## src/rtl/operand_stage.sv

```systemverilog
// One-entry registered operand stage: selects ROM/RAM/immediate operands with
// writeback forwarding, and refreshes held operands from writeback while stalled.
module operand_stage #(
    parameter int WIDTH = 8,
    parameter int AW    = 3
) (
    input  logic             clk,
    input  logic             reset,
    input  logic             in_valid,
    output logic             in_ready,
    input  logic [1:0]       mode,
    input  logic [WIDTH-1:0] prog_value,
    input  logic [WIDTH-1:0] rdata_rom,
    input  logic [WIDTH-1:0] rdata1_ram,
    input  logic [WIDTH-1:0] rdata2_ram,
    input  logic [AW-1:0]    raddr1,
    input  logic [AW-1:0]    raddr2,
    input  logic             wb_valid,
    input  logic [AW-1:0]    wb_addr,
    input  logic [WIDTH-1:0] wb_data,
    output logic             out_valid,
    input  logic             out_ready,
    output logic [WIDTH-1:0] out1,
    output logic [WIDTH-1:0] out2,
    output logic             err
);

    // Handshake: a transfer happens on a side only in a cycle where its valid
    // and ready are both high at the rising edge; valid never depends on ready.
    localparam logic [1:0] MODE_ROM_IMM = 2'b00;
    localparam logic [1:0] MODE_RAM_RAM = 2'b01;
    localparam logic [1:0] MODE_RAM_IMM = 2'b10;

    logic             accept;
    logic             legal;
    logic             drain;
    logic             stall;
    logic [WIDTH-1:0] fwd1;
    logic [WIDTH-1:0] fwd2;
    logic [WIDTH-1:0] next1;
    logic [WIDTH-1:0] next2;
    logic             next_ram1;
    logic             next_ram2;
    logic [AW-1:0]    tag1_addr;
    logic [AW-1:0]    tag2_addr;
    logic             tag1_ram;
    logic             tag2_ram;
    logic             refresh1;
    logic             refresh2;

    assign in_ready = !out_valid || out_ready;
    assign accept   = in_valid && in_ready;
    assign legal    = (mode != 2'b11);
    assign drain    = out_valid && out_ready;
    assign stall    = out_valid && !out_ready;

    // Register 0 is hard-wired, so a writeback to it is never forwarded.
    assign fwd1 = (wb_valid && (wb_addr == raddr1) && (raddr1 != '0)) ? wb_data : rdata1_ram;
    assign fwd2 = (wb_valid && (wb_addr == raddr2) && (raddr2 != '0)) ? wb_data : rdata2_ram;

    always_comb begin
        next1     = rdata_rom;
        next2     = prog_value;
        next_ram1 = 1'b0;
        next_ram2 = 1'b0;
        case (mode)
            MODE_ROM_IMM: begin
                next1 = rdata_rom;
                next2 = prog_value;
            end
            MODE_RAM_RAM: begin
                next1     = fwd1;
                next2     = fwd2;
                next_ram1 = 1'b1;
                next_ram2 = 1'b1;
            end
            MODE_RAM_IMM: begin
                next1     = fwd1;
                next2     = prog_value;
                next_ram1 = 1'b1;
            end
            default: begin
                next1 = rdata_rom;
                next2 = prog_value;
            end
        endcase
    end

    assign refresh1 = stall && wb_valid && tag1_ram && (tag1_addr != '0) && (wb_addr == tag1_addr);
    assign refresh2 = stall && wb_valid && tag2_ram && (tag2_addr != '0) && (wb_addr == tag2_addr);

    always_ff @(posedge clk or posedge reset) begin
        if (reset) begin
            out_valid <= 1'b0;
            out1      <= '0;
            out2      <= '0;
            err       <= 1'b0;
            tag1_addr <= '0;
            tag2_addr <= '0;
            tag1_ram  <= 1'b0;
            tag2_ram  <= 1'b0;
        end else begin
            if (accept && legal) begin
                out_valid <= 1'b1;
                out1      <= next1;
                out2      <= next2;
                tag1_addr <= raddr1;
                tag2_addr <= raddr2;
                tag1_ram  <= next_ram1;
                tag2_ram  <= next_ram2;
            end else begin
                if (drain) begin
                    out_valid <= 1'b0;
                end
                if (refresh1) begin
                    out1 <= wb_data;
                end
                if (refresh2) begin
                    out2 <= wb_data;
                end
            end
            // An illegal request is consumed but only leaves a sticky error.
            if (accept && !legal) begin
                err <= 1'b1;
            end
        end
    end

endmodule

```

## config.mk

```make
export PLATFORM = sky130hd
export DESIGN_NAME = operand_stage
export DESIGN_NICKNAME = d
export VERILOG_FILES = /design/src/rtl/operand_stage.sv
export SDC_FILE = /design/constraint.sdc
export NUM_CORES = 1
export LEC_CHECK = 0
export ABC_AREA = 1
export CAP_MARGIN = 15
export CORE_ASPECT_RATIO = 0.8
export CORE_MARGIN = 4
export CORE_UTILIZATION = 39
export CTS_BUF_LIST = sky130_fd_sc_hd__clkbuf_4
export CTS_CLUSTER_SIZE = 25
export DETAILED_ROUTE_END_ITERATION = 10
export PLACE_DENSITY = 0.73
export SYNTH_ARGS = -nofsm -noshare
export SYNTH_HDL_FRONTEND = slang
export SYNTH_SLANG_ARGS = --single-unit
```

## constraint.sdc

```tcl
create_clock -name clk -period 1.53 [get_ports clk]
set_clock_uncertainty 0.1 [all_clocks]
set_input_delay 0.306 -clock clk [delete_from_list [all_inputs] [get_ports clk]]
set_output_delay 0.306 -clock clk [all_outputs]
set_load 0.03 [all_outputs]
```

==> out/summary.txt, run 1 <==
Slew @ Worst Pin -> 367 ps
Filler cells -> 425
Top cell type's share of synthesized area -> 0.334
Die width -> 87.0 um
Share of layout cells above drive strength 1 -> 0.216
Final #Nets -> 430
Fmax -> 657 MHz
CTS tree -> built
DR pass1 iterations -> 4
Fin crit share -> 0.995
FF+latch count, synth -> 26
Cell accounting for the most synthesized area -> dfrtp_1
Outcome -> finished, final reports clean
Cell Area, Synth -> 0.00195 mm^2
CTS sink cnt -> 26
Endpoints failing setup -> 0
Worst Hold Class -> in2async
Critical path class -> in2out
# diodes -> 0
DIE AREA -> 0.00619 mm^2
Starting Density -> 0.414
Max Cap Viol -> 0
Post-synthesis cell count -> 279
Static leakage -> 0.00141 uW
CP Capture Type -> output pin
Drt total wl -> 5870 um
Port Buffers -> 74
DR WL/cell -> 13.6 um
Number of global-route vias before repair -> 2010
GRT Total Usage -> 0.193
Fin. Hold Viols -> 0
Hold Worst Slack -> 166 ps
DRC Markers -> 0
Final min period -> 1520 ps
Largest cells by area after synthesis -> dfrtp_1, nand2_1, nor2_1
Core ar. -> 0.00471 mm^2
Syn-to-layout area delta -> 50.5%
Worst-Skew Late Latency -> 340 ps
Slew Viols, Final -> 0
Std-Cell Rows -> 22
Final ANT Viol Nets -> 0
Initial DRC count -> 126
PwrDens -> 769 mW/mm^2
Syn_nets -> 337
CP max FO -> 3
First-pass GRT wire length -> 9670 um
Max clock buf depth -> 2
Root Buffer -> clkbuf_4
Arrival @ worst endpoint -> 1120 ps
Peak supply drop -> 399 uV
Die Y -> 71.2 um
Detailed-route vias per instance -> 5.05
Rel. slew slack -> 0.754
Initial antenna violation count -> 0
Placer Congestion -> 0.859
Worst Path Required -> 1120 ps
Yosys cell types -> 27
TritonCTS Buffers -> 3
Ys Warns -> 0
Sequential-to-total area share from yosys stat -> 0.334
Total grt overflow -> 0
Pin count of the biggest net entering global routing -> 27
CTS H-tree lvls -> 1
I/O pins -> 75
CP Launch Type -> input port
Mean Syn Cell Area -> 6.98 um^2
Fin util -> 0.623
RSZ-0062 raised after global routing -> true
Vias -> 2175
Clk slew on worst S/H paths -> 170 ps
Detailed placement HPWL -> 4520 um
-- power breakdown --
group          internal [uW]  leakage, uW  switching [uW]
combinational            428      0.00108             613
clock                   95.9    0.0000154             228
sequential               810     0.000310            78.9
total                   1330      0.00141             920
-- final timing paths --
path | from | endpoint | slack (ps) | cells after the start
setup / recovery | out_ready | in_ready | 8 | 5
hold / removal | reset | tag1_addr[2] | 170 | 3
setup reg to reg | out_valid | out2[4] | 50 | 8
hold reg to reg | err | err | 380 | 1
max in group asynchronous | reset | out_valid | 970 | 3
min in group clk | raddr1[1] | tag1_addr[1] | 320 | 3
-- cell type report --
class / instances / area (um^2) / share of cell area
Inverter: 41 / 161 / 0.0551
Clock buffer: 3 / 22.5 / 0.00769
Timing Repair Buffer: 91 / 853 / 0.291
Sequential cell: 26 / 652 / 0.222
Clock inverter: 1 / 3.75 / 0.00128
Tap cell: 60 / 75.1 / 0.0256
Multi-Input combinational cell: 209 / 1160 / 0.397
-- flip-flops by register name, summed over array words and instances (netlist names) --
signal / flops
tag2_addr: 3
out2: 8
tag1_addr: 3
err: 1
out_valid: 1
tag2_ram: 1
out1: 8
tag1_ram: 1
-- critical path, cell delays in order --
cell and delay, ps:
clkdlybuf4s50_1 470, inv_2 50, nand2_4 50, buf_4 110, buf_6 120
-- cells by family (layout without fill, tap and decap cells) --
group                    after synthesis  after routing  synth area share
AO/OA/AOI/OAI                         39             40             0.128
XOR/XNOR                               1              1           0.00450
adder cells (fa/ha/maj)                2              2            0.0129
buffers and inverters                 46            136            0.0977
flip-flops                            26             26             0.334
AND/OR/NAND/NOR                      165            166             0.423
-- timing repair --
item                                    in CTS  in global routing
endpoints found under the setup margin      35                 32
pin swaps                                    2                  2
hold buffers                                 0                  0
setup buffers                                0                  1
resized for setup                           40                 29
gates cloned                                 1                  1
-- synthesized netlist by cell type --
library cell,instances
nand2_1,66
nor2_1,39
inv_1,34
nand3_1,29
dfrtp_1,26
nand4_1,16
o21ai_0,15
o21ai_1,10
a21oi_2,8
inv_2,6
nand2_2,4
buf_2,3
nand2_4,3
nand3_4,3
ha_1,2
nor2_4,2
nor2_8,2
o22ai_1,2
a21oi_4,1
a31o_2,1
buf_4,1
buf_6,1
inv_4,1
nand3_2,1
o21a_1,1
o21ai_2,1
xor2_1,1
-- per-layer routing --
metal | track usage | up-vias | wire (um)
met1 | 0.288 | 977 | 2780
met5 | 0 | - | 0
li1 | - | 1096 | -
met3 | 0.0419 | 4 | 538
met2 | 0.290 | 98 | 2530
met4 | 0.0260 | 0 | 29
-- cell usage in the layout (no fill, tap or decap) --
master           netlist  final
a21oi_2                8      9
a21oi_4                1      1
a31o_2                 1      1
buf_12                 0      5
buf_4                  1     12
buf_6                  1      1
clkbuf_2               0     15
clkbuf_4               0      3
clkdlybuf4s15_1        0      1
clkdlybuf4s15_2        0      2
clkdlybuf4s50_1        0     50
clkinv_1               0      1
dfrtp_1               26     25
dfrtp_2                0      1
dlygate4sd2_1          0      5
ha_1                   2      1
ha_4                   0      1
inv_1                 34     34
inv_2                  6      4
inv_4                  1      3
nand2_1               66     65
nand2_2                4      4
nand2_4                3      4
nand3_1               29     27
nand3_2                1      3
nand3_4                3      3
nand4_1               16     16
nor2_1                39     38
nor2_2                 0      1
nor2_4                 2      3
nor2_8                 2      2
o21a_1                 1      1
o21ai_0               15     15
o21ai_1               10      9
o21ai_2                1      2
o22ai_1                2      2
xor2_1                 1      1
-- metrics by stage --
| step | setup TNS (ps) | worst slack [ps] | instances | power (uW) | cell area [um^2] |
|---|---|---|---|---|---|
| 5_1_grt | -197 | -44.3 | 431 | 2400 | 2930 |
| 3_5_place_dp | -8470 | -456 | 424 | 1990 | 2910 |
| 2_1_floorplan | 0 | 15.9 | 279 | 1490 | 1950 |
| 4_1_cts | 0 | 0.815 | 429 | 2270 | 2950 |
| 6_report | 0 | 7.56 | 431 | 2250 | 2930 |
| 3_3_place_gp | -8210 | -427 | 424 | 1980 | 2910 |
Power figures use the tool's default switching activity.
==> run 2, diff against run 1 <==
ABC_AREA = not set   (was 1)
PLACE_DENSITY = 0.77   (was 0.73)
==> run 2 against run 1 <==
  * The run now ends with setup timing left
  * Cell area fell by 5.6%
  * Sequential cell count did not move
  * Combinational power fell by 8%
  * Register-to-register slack got worse by 210 ps
  * Largest power group unchanged
==> out/summary.txt, run 2 <==
Ys async rst share -> 1.00 (unchanged)
Root Buffer -> clkbuf_4
CTS H-tree lvls -> 1 (unchanged)
Failing checks -> setup timing
Most used DFF post-synth -> dfrtp_1
FF+latch count, synth -> 26 (unchanged)
Std-Cell Rows -> 20 (-9.1%)
Yosys cell types -> 32 (+19%)
Vias -> 1750 (-20%)
Total Power -> 2180 uW (-3.3%)
Endpoints failing setup -> 9 (+9)
DIE AREA -> 0.00522 mm^2 (-16%)
Worst Hold Class -> in2reg
Fin crit share -> 1.11 (+0.110)
RSZ-0062 raised after global routing -> true
Share of layout cells above drive strength 1 -> 0.293 (+0.0772)
Commonest non-fill, non-tap cell in the layout -> clkdlybuf4s50_1
Fin. Hold Viols -> 0 (unchanged)
Worst Path Required -> 1660 ps (+540 ps)
Cell Area, Synth -> 0.00161 mm^2 (-17%)
Detailed placement HPWL -> 3920 um (-13%)
CTS sink cnt -> 26 (unchanged)
Final min period -> 1690 ps (+169 ps)
Static leakage -> 0.00130 uW (-7.4%)
Post-synthesis cell count -> 173 (-38%)
DR WL/cell -> 15.5 um (+14%)
CP Capture Type -> flop
Syn-to-layout area delta -> 72.1%
Final ANT Viol Nets -> 0 (unchanged)
Most frequent cells after synthesis -> dfrtp_1, nand2_1, nor3_1
Ys Warns -> 0 (unchanged)
DRC Markers -> 0 (unchanged)
Die Y -> 65.4 um (-8.1%)
CP max FO -> 5 (+2)
Initial antenna violation count -> 0 (unchanged)
EDFF count, synth -> 0 (unchanged)
Worst-Skew Late Latency -> 330 ps (about the same)
Slew @ Worst Pin -> 302 ps (-64.4 ps)
Max Cap Viol -> 0 (unchanged)
Initial DRC count -> 81 (-36%)
First-pass GRT wire length -> 8570 um (-11%)
Final WS setup -> -161 ps (-169 ps)
Top flop regs -> out1 (8), out2 (8)
Mean Syn Cell Area -> 9.29 um^2 (+33%)
Sequential-to-total area share from yosys stat -> 0.405 (+0.0708)
Clk slew on worst S/H paths -> 140 ps (-30 ps)
Peak supply drop -> 604 uV (+51%)
Starting Density -> 0.414 (+0.000584)
DR pass1 iterations -> 4 (unchanged)
Top cell type's share of synthesized area -> 0.405 (+0.0708)
Number of global-route vias before repair -> 1811 (-9.9%)
Largest cells by area after synthesis -> dfrtp_1, mux2i_1, o32ai_1
# diodes -> 0 (unchanged)
Port Buffers -> 74 (unchanged)
PwrDens -> 789 mW/mm^2 (+2.5%)
Core ar. -> 0.00388 mm^2 (-18%)
Syn_nets -> 231 (-31%)
Placer Congestion -> 0.829 (-3.5%)
Final #Nets -> 339 (-21%)
Critical path class -> reg2reg
Rel. slew slack -> 0.799 (+0.0454)
Total grt overflow -> 0 (unchanged)
Outcome -> finished with violations
Pin count of the biggest net entering global routing -> 27 (unchanged)
Max clock buf depth -> 2 (unchanged)
CTS tree -> built
Die width -> 79.8 um (-8.3%)
Slew Viols, Final -> 0 (unchanged)
Drt total wl -> 5210 um (-11%)
Fmax -> 591 MHz (-10%)
Detailed-route vias per instance -> 5.22 (+3.5%)
Most frequent cells in the layout -> clkdlybuf4s50_1, buf_4, nand2_1, dfrtp_1, nor3_1
Sum Neg Setup Slack -> -898 ps (-898 ps)
TritonCTS Buffers -> 3 (unchanged)
I/O pins -> 75 (unchanged)
Arrival @ worst endpoint -> 1820 ps (+700 ps)
CP Launch Type -> flop
Cell accounting for the most synthesized area -> dfrtp_1
GRT Total Usage -> 0.210 (+0.0177)
-- run 2: cell types whose count changed after synthesis, moves of 14 or more --
cell | previous run | this run
nand2_1 | 66 | 26
nor2_1 | 39 | 5
nor3_1 | 0 | 18
nand3_1 | 29 | 1
nand4_1 | 16 | 2
inv_1 | 34 | 4
-- run 2: stage by stage --
stage	setup WS (ps)	instances	util	instance area, um^2	hold slack [ps]
final	-161	335	0.713	2770	184
after global routing	-293	335	0.713	2770	196
after CTS	-155	332	0.710	2750	181
after detailed placement	-803	323	0.677	2630	355
after global placement	-739	323	0.677	2630	351
after floorplan	-342	173	-	1640	246
-- run 2: layout make-up --
class / instances / area (um^2)
Clock buffer: 4 / 30.0
Fill cell: 307 / 1110
Inverter: 4 / 15.0
Multi-Input combinational cell: 132 / 961
Sequential cell: 26 / 652
Tap cell: 55 / 68.8
Timing Repair Buffer: 114 / 1040
-- run 2: metal layers --
metal / wire length (um) / up-vias / track usage
met1: 2300 / 822 / 0.274
met2: 2430 / 57 / 0.341
met3: 411 / 6 / 0.0699
li1: - / 865 / -
met5: 0 / - / 0
met4: 61 / 0 / 0.0464
-- run 2: timing repair --
action / CTS / global route
hold buffers: 0 / 0
gates cloned: 1 / 0
setup buffers: 4 / 3
pin swaps: 20 / 8
gates resized for setup: 75 / 28
endpoints found under the setup margin: 34 / 33
-- run 2: path summary, 6_finish.rpt --
check / from / to / slack (ps) / cells past startpoint
max reg2reg: tag2_addr[1] / out2[5] / -160 / 5
min reg2reg: err / err / 390 / 1
min in group asynchronous: reset / tag2_addr[0] / 190 / 3
max in group asynchronous: reset / out2[0] / 980 / 3
max: tag2_addr[1] / out2[5] / -160 / 5
min: raddr2[0] / tag2_addr[0] / 180 / 4
-- run 2: cells by family (layout without fill, tap and decap cells) --
logic type	count (synthesis)	in the layout	share of synthesized area
XOR/XNOR	8	8	0.0436
AND/OR/NAND/NOR	68	68	0.219
flip-flops	26	26	0.405
multiplexers	12	12	0.0748
AO/OA/AOI/OAI	42	42	0.200
adder cells (fa/ha/maj)	2	2	0.0156
buffers and inverters	15	122	0.0421
-- run 2: power by group --
part           switching (uW)  internal (uW)  total (uW)  leakage (uW)
clock                     212            120         332     0.0000184
sequential               80.9            810         890      0.000313
combinational             495            463         958      0.000971
-- run 2: worst max-delay path: stages, from the launching register on --
cell and delay, ps:
dfrtp_1 420, xor2_1 140, nor2_1 100, nand4_1 240, a32o_2 350, a221o_1 250
